==> config.mk <==
export PLATFORM = sky130hd
export DESIGN_NAME = ssd1306_receiver
export DESIGN_NICKNAME = d
export VERILOG_FILES = /design/src/rtl/ssd1306_receiver.sv
export SDC_FILE = /design/constraint.sdc
export NUM_CORES = 1
export LEC_CHECK = 0
export CAP_MARGIN = 20
export CORE_MARGIN = 10
export CORE_UTILIZATION = 55
export DETAILED_ROUTE_END_ITERATION = 10
export PLACE_DENSITY = 0.78
export SYNTH_ARGS = -nofsm -noshare
export SYNTH_HDL_FRONTEND = slang
export SYNTH_SLANG_ARGS = --single-unit
==> constraint.sdc <==
create_clock -name clk -period 4.2 [get_ports clk]
set_input_delay 0.84 -clock clk [delete_from_list [all_inputs] [get_ports clk]]
set_output_delay 0.84 -clock clk [all_outputs]
set_load 0.005 [all_outputs]
==> src/rtl/ssd1306_receiver.sv <==
// SSD1306-style SPI receiver: decodes addressing commands and emits framebuffer writes.
// Define SSD1306_RECEIVER_CMD_LOG_EN to report every command-class byte on cmd_valid/cmd_byte.
module ssd1306_receiver #(
  parameter int SYNC_STAGES = 2
) (
  input  logic       clk,
  input  logic       rst_n,
  input  logic       spi_din,
  input  logic       spi_clk,
  input  logic       spi_cs,
  input  logic       spi_dc,
  input  logic       spi_rst,
  output logic       fb_we,
  output logic [2:0] fb_page,
  output logic [6:0] fb_col,
  output logic [7:0] fb_data,
  output logic       display_on,
  output logic       cmd_valid,
  output logic [7:0] cmd_byte
);

  typedef enum logic [2:0] {
    IDLE, COL_START, COL_END, PAGE_START, PAGE_END, SKIP_ARG
  } state_e;

  // Synchroniser bit order {rst, cs, dc, clk, din}; cs and rst idle high.
  localparam logic [4:0] SYNC_RST = 5'b11000;

  logic [4:0] sync_q [SYNC_STAGES];
  logic       din_s, sclk_s, dc_s, cs_s, srst_s;

  always_ff @(posedge clk or negedge rst_n) begin
    if (!rst_n) begin
      for (int i = 0; i < SYNC_STAGES; i++) sync_q[i] <= SYNC_RST;
    end else begin
      // NOTE: non-blocking assignments let every stage sample the previous stage's old value.
      sync_q[0] <= {spi_rst, spi_cs, spi_dc, spi_clk, spi_din};
      for (int i = 1; i < SYNC_STAGES; i++) sync_q[i] <= sync_q[i-1];
    end
  end

  assign {srst_s, cs_s, dc_s, sclk_s, din_s} = sync_q[SYNC_STAGES-1];

  logic       sclk_prev_q;
  logic [7:0] shift_q;
  logic [2:0] bit_cnt_q;
  logic       byte_done_q;
  logic       dc_q;
  logic       sclk_rise;

  assign sclk_rise = sclk_s & ~sclk_prev_q & ~cs_s;

  always_ff @(posedge clk or negedge rst_n) begin
    if (!rst_n) begin
      sclk_prev_q <= 1'b0;
      shift_q     <= '0;
      bit_cnt_q   <= '0;
      byte_done_q <= 1'b0;
      dc_q        <= 1'b0;
    end else begin
      sclk_prev_q <= sclk_s;
      byte_done_q <= 1'b0;
      if (!srst_s || cs_s) begin
        bit_cnt_q <= '0;
      end else if (sclk_rise) begin
        shift_q   <= {shift_q[6:0], din_s};
        bit_cnt_q <= bit_cnt_q + 3'd1;
        if (bit_cnt_q == 3'd7) begin
          byte_done_q <= 1'b1;
          dc_q        <= dc_s;
        end
      end
    end
  end

  state_e     state_q, state_d;
  logic [6:0] col_start_q, col_start_d, col_end_q, col_end_d, col_ptr_q, col_ptr_d;
  logic [2:0] page_start_q, page_start_d, page_end_q, page_end_d, page_ptr_q, page_ptr_d;
  logic       display_on_q, display_on_d, fb_we_q, fb_we_d;
  logic [2:0] fb_page_q, fb_page_d;
  logic [6:0] fb_col_q, fb_col_d;
  logic [7:0] fb_data_q, fb_data_d;

  always_comb begin
    // NOTE: every variable gets a default before any branch, so no latch can be inferred.
    state_d      = state_q;
    col_start_d  = col_start_q;
    col_end_d    = col_end_q;
    col_ptr_d    = col_ptr_q;
    page_start_d = page_start_q;
    page_end_d   = page_end_q;
    page_ptr_d   = page_ptr_q;
    display_on_d = display_on_q;
    fb_we_d      = 1'b0;
    fb_page_d    = fb_page_q;
    fb_col_d     = fb_col_q;
    fb_data_d    = fb_data_q;

    if (!srst_s) begin
      state_d      = IDLE;
      col_start_d  = 7'd0;
      col_end_d    = 7'd127;
      col_ptr_d    = 7'd0;
      page_start_d = 3'd0;
      page_end_d   = 3'd7;
      page_ptr_d   = 3'd0;
      display_on_d = 1'b0;
    end else if (byte_done_q && dc_q) begin
      fb_we_d   = 1'b1;
      fb_page_d = page_ptr_q;
      fb_col_d  = col_ptr_q;
      fb_data_d = shift_q;
      // Horizontal addressing: wrap the column window, then step the page window.
      if (col_ptr_q == col_end_q) begin
        col_ptr_d  = col_start_q;
        page_ptr_d = (page_ptr_q == page_end_q) ? page_start_q : page_ptr_q + 3'd1;
      end else begin
        col_ptr_d = col_ptr_q + 7'd1;
      end
    end else if (byte_done_q) begin
      unique case (state_q)
        IDLE: begin
          case (shift_q)
            8'h21: state_d = COL_START;
            8'h22: state_d = PAGE_START;
            8'h20, 8'h81, 8'h8D, 8'hA8, 8'hD3,
            8'hD5, 8'hD9, 8'hDA, 8'hDB: state_d = SKIP_ARG;
            8'hAE: display_on_d = 1'b0;
            8'hAF: display_on_d = 1'b1;
            default: state_d = IDLE;
          endcase
        end
        COL_START: begin
          col_start_d = shift_q[6:0];
          state_d     = COL_END;
        end
        COL_END: begin
          col_end_d = shift_q[6:0];
          col_ptr_d = col_start_q;
          state_d   = IDLE;
        end
        PAGE_START: begin
          page_start_d = shift_q[2:0];
          state_d      = PAGE_END;
        end
        PAGE_END: begin
          page_end_d = shift_q[2:0];
          page_ptr_d = page_start_q;
          state_d    = IDLE;
        end
        SKIP_ARG: state_d = IDLE;
        default:  state_d = IDLE;
      endcase
    end
  end

  always_ff @(posedge clk or negedge rst_n) begin
    if (!rst_n) begin
      state_q      <= IDLE;
      col_start_q  <= 7'd0;
      col_end_q    <= 7'd127;
      col_ptr_q    <= 7'd0;
      page_start_q <= 3'd0;
      page_end_q   <= 3'd7;
      page_ptr_q   <= 3'd0;
      display_on_q <= 1'b0;
      fb_we_q      <= 1'b0;
      fb_page_q    <= 3'd0;
      fb_col_q     <= 7'd0;
      fb_data_q    <= 8'd0;
    end else begin
      state_q      <= state_d;
      col_start_q  <= col_start_d;
      col_end_q    <= col_end_d;
      col_ptr_q    <= col_ptr_d;
      page_start_q <= page_start_d;
      page_end_q   <= page_end_d;
      page_ptr_q   <= page_ptr_d;
      display_on_q <= display_on_d;
      fb_we_q      <= fb_we_d;
      fb_page_q    <= fb_page_d;
      fb_col_q     <= fb_col_d;
      fb_data_q    <= fb_data_d;
    end
  end

  assign fb_we      = fb_we_q;
  assign fb_page    = fb_page_q;
  assign fb_col     = fb_col_q;
  assign fb_data    = fb_data_q;
  assign display_on = display_on_q;

`ifdef SSD1306_RECEIVER_CMD_LOG_EN
  logic       cmd_valid_q;
  logic [7:0] cmd_byte_q;

  always_ff @(posedge clk or negedge rst_n) begin
    if (!rst_n) begin
      cmd_valid_q <= 1'b0;
      cmd_byte_q  <= 8'd0;
    end else begin
      cmd_valid_q <= srst_s && byte_done_q && !dc_q;
      if (srst_s && byte_done_q && !dc_q) cmd_byte_q <= shift_q;
    end
  end

  assign cmd_valid = cmd_valid_q;
  assign cmd_byte  = cmd_byte_q;
`else
  assign cmd_valid = 1'b0;
  assign cmd_byte  = 8'd0;
`endif

endmodule

==> results.md <==
- The portion of the post-synthesis area used by sequential elements is ~55%.
- The count of hold-fix buffers inserted at cts is 0.
- The maximum buffer depth of the clock tree is 2.
- For this design the total switching power over the nets is 0.4264 mW.
- After synthesis, the share of flip-flops with an asynchronous set or reset is 100.0%.
- The sequential cells in the finished layout cover a total of 1944 µm².
- In this run, post-CTS repair resized a total of 0 instances.
- The fraction of final layout cells sized beyond drive strength 1 is 15.47%.
- The critical path data required time is 4.44 ns.
- The die covers 10050 µm².
- The tightest hold path in the finished design has a slack of 0.3599 ns.
- For this design the ratio of total power to cell area is 380.2 nW/µm².
- Net switching is roughly 28% of the power.
- In the final layout, the multi-input gates occupy 1450 µm².
- The peak fanout along the critical path is 28.
- The post-synthesis cell area is ~3500 µm².
- The post-DP HPWL is 4849 µm.
- The CTS tree is done.
- The clock-pin transition on the worst setup and hold timing paths is 0.08 ns.
- The critical path goes through nand2b_1, nor2_1, and2_1, mux2_1.
- The number of inserted diodes is 0.
- After detailed routing, the number of remaining DRC violations is 0.
- The slowest stage of the critical path belongs to the cell sky130_fd_sc_hd__dfstp_2.
- The clock root buffer is sky130_fd_sc_hd__clkbuf_8.
- The count of port buffers added during placement is 26.
- The number of setup buffers added after CTS is 0.
- The cell with the most instances after synthesis is sky130_fd_sc_hd__dfrtp_1.
- The total clock sinks is 77.
- The internal cell power is approximately 1.1 mW.
- The leakage power total is 1.740 nW.
- Counting flops and latches in the post-synthesis netlist gives 77.
- The via count of the first global-routing pass was ~2400.
- The worst setup path is launched from a register.
- The number of fill cells is 537.
- The first global-routing pass estimated 11700 µm of wire.
- CTS built an H-tree with a depth of 3.
- The number of max-cap violations is 0.
- The first TritonRoute pass finished after 4 iterations.
- Measured against its own limit, the worst slew margin works out to roughly a third.
- The worst supply voltage drop on vdd is between 300 and 400 µV.
- For the worst-skew pair, the clock arrives at the later sink with an insertion delay of 0.35 ns.
- The period utilization is 57.49%.
- Counting I/O delays and the setup requirement, the final critical path takes about 2.4 ns.
- The critical path class is register to register.
- Entering global routing, the biggest net connects 78 pins.
- The total overflow left after global routing is 0.
- Data on the critical path arrives at its endpoint at 2.65 ns.
- Dividing the synthesized area by the synthesized cell count gives 11.04 µm².
- Dividing the detail-routed via count by the number of cells gives 5.716.
- The kind of cell with the highest combined delay on the critical path is simple AND/OR/NAND/NOR gates.
- The number of synthesis warnings is 0.
- In this run the remaining antenna-violating nets after routing total 0.
- The detailed-route via count is 2435.
- Setup violations remaining at the end of the flow were counted as 0.
- For the pin with the worst max-slew slack, the measured transition is around 0.98 ns.
- The flip-flop cell with the highest count after synthesis is sky130_fd_sc_hd__dfrtp_1.
- The setup clock skew after layout is 0.005895 ns.
- The number of antenna violations at the first check in global routing is 0.
- The count of different cell masters after synthesis is 53.
- Of the post-synthesis cell area, the dominant cell type holds 44.49%.
- Static timing analysis puts the maximum clock frequency at 414.2 MHz.
- The total CTS buffers is 9.
- Compared with the post-synthesis result, the final layout area differs by 12.50%.
- The worst setup path is captured at a register.
- After floorplanning, the core was sized to cover 6314 µm².
- Sequential cells account for 56.7% of the total power.
- The number of max-slew violations in the final report is 0.
- The chip width is 100.3 µm.
- Setup repair after global routing left no endpoint under its margin.
- Ranked by instance count, the synthesized netlist is headed by 63 x sky130_fd_sc_hd__dfrtp_1, 26 x sky130_fd_sc_hd__nand2_1, 20 x sky130_fd_sc_hd__nor2_1.
- The floorplan step set the die height to 100.3 µm.
- The number of placement rows is 29.
- The type of the tightest min-delay check is register to register.
- The top-level I/O count is 36.
- In this design, the stage delay of the slowest critical-path cell is 0.86 ns.
- The net count of the finished layout is 355.
- By area the synthesized netlist is led by sky130_fd_sc_hd__dfrtp_1 44%, sky130_fd_sc_hd__dfstp_2 10%, sky130_fd_sc_hd__mux2_2 5.1%.
- After routing, the total negative slack on setup checks comes to 0 ns.
- The detailed router finished its first iteration with 143 violations.
- Combinational logic is responsible for under 10% of the overall power.
- The buffering stage count on the worst path with inverters included is 0.
- The run finished with clean final reports.
- The power share of the clock group is approximately 35%.
- The global placer's final weighted congestion is between 0.8 and 0.9.
- The aggregate routed wire length is 6886 µm.
- The number of synthesized flops with an enable pin is 0.
- The final number of hold-violating endpoints is 0.
- Global routing used 14.51% of the available tracks across all layers.
- Once the floorplan was initialized, standard cells occupied between 50% and 60% of the core.
- The average wire length per cell after detail routing is approximately 16 µm.
- The post-synthesis cell type with the largest combined area is sky130_fd_sc_hd__dfrtp_1.
- After technology mapping, the gate count stands at 321.
[final cells by class]
| type | instances | share of cell area [%] |
|---|---|---|
| repair buffers | 26 | 6.466 |
| flip-flops and latches | 77 | 48.78 |
| inverters | 13 | 1.224 |
| clock inverters | 7 | 1.632 |
| well taps | 77 | 2.417 |
| multi-input cells | 217 | 36.38 |
| clock buffers | 9 | 3.107 |
[metrics by stage]
stage	setup slack, ns	util (%)	power (mW)	std cells	instance area (µm²)
2_1_floorplan	2.488	-	0.9630	329	3573
6_report	1.786	63.14	1.516	426	3986
3_3_place_gp	1.864	60.15	0.9989	410	3797
5_1_grt	1.534	63.14	1.589	426	3986
3_5_place_dp	1.797	60.15	1.008	410	3797
4_1_cts	1.788	63.14	1.533	426	3986
[placed cells by master (no fill, tap or decap), drive strengths merged, types with 7 or more instances in the layout]
cell type	instances
dfrtp	63
o21ai	27
nand2	26
clkdlybuf4s50	25
mux2	22
nor2	20
inv	18
dfstp	14
nand3	13
a21oi	13
xnor2	10
conb	9
clkbuf	9
a31oi	8
mux2i	8
and2	7
[final timing paths]
path | to | slack, ns | depth (start not counted) | from
setup / recovery | dc_q | 1.79 | 4 | srst_s
hold / removal | srst_s | 0.36 | 0 | sync_q[9]
setup reg to reg | dc_q | 1.79 | 4 | srst_s
hold reg to reg | srst_s | 0.36 | 0 | sync_q[9]
max in group asynchronous | page_ptr_q[2] | 2.97 | 1 | rst_n
min in group asynchronous | fb_col[5] | 0.61 | 1 | rst_n
[power groups by stage]
stage	clock network, mW	logic, mW	registers [mW]
after floorplan	0	0.126	0.837
after global placement	0	0.129	0.870
after detailed placement	0	0.135	0.872
after CTS	0.540	0.136	0.858
after global routing	0.571	0.151	0.867
final	0.523	0.134	0.859
[cell families (layout without fill, tap and decap cells)]
group / Yosys count / in the layout / synth area share, %
XOR/XNOR: 14 / 14 / 3.460
adder cells (fa/ha/maj): 5 / 5 / 1.695
AO/OA/AOI/OAI: 68 / 68 / 11.79
AND/OR/NAND/NOR: 91 / 91 / 13.77
other: 1 / 9 / 0.1058
flip-flops: 77 / 77 / 54.87
multiplexers: 30 / 30 / 9.251
buffers and inverters: 35 / 55 / 5.049
[per-layer routing]
metal	up-vias	track usage (%)	wire length, µm	share of wire, %
li1	1156	-	-	-
met1	1214	16.90	2975	43
met2	52	23.99	3401	49
met3	13	4.464	379	5.5
met4	0	6.522	129	1.9
met5	-	0	0	0
[flip-flops by register name, indices dropped and copies added, names as in the netlist, 3 cells and up]
name and flops:
bit_cnt_q 3, col_end_q 7, col_ptr_q 7, col_start_q 7
fb_col 7, fb_data 8, fb_page 3, page_end_q 3
page_ptr_q 3, page_start_q 3, shift_q 8, state_q 3
sync_q 5
Note: power is estimated with default switching activity, not from simulation.
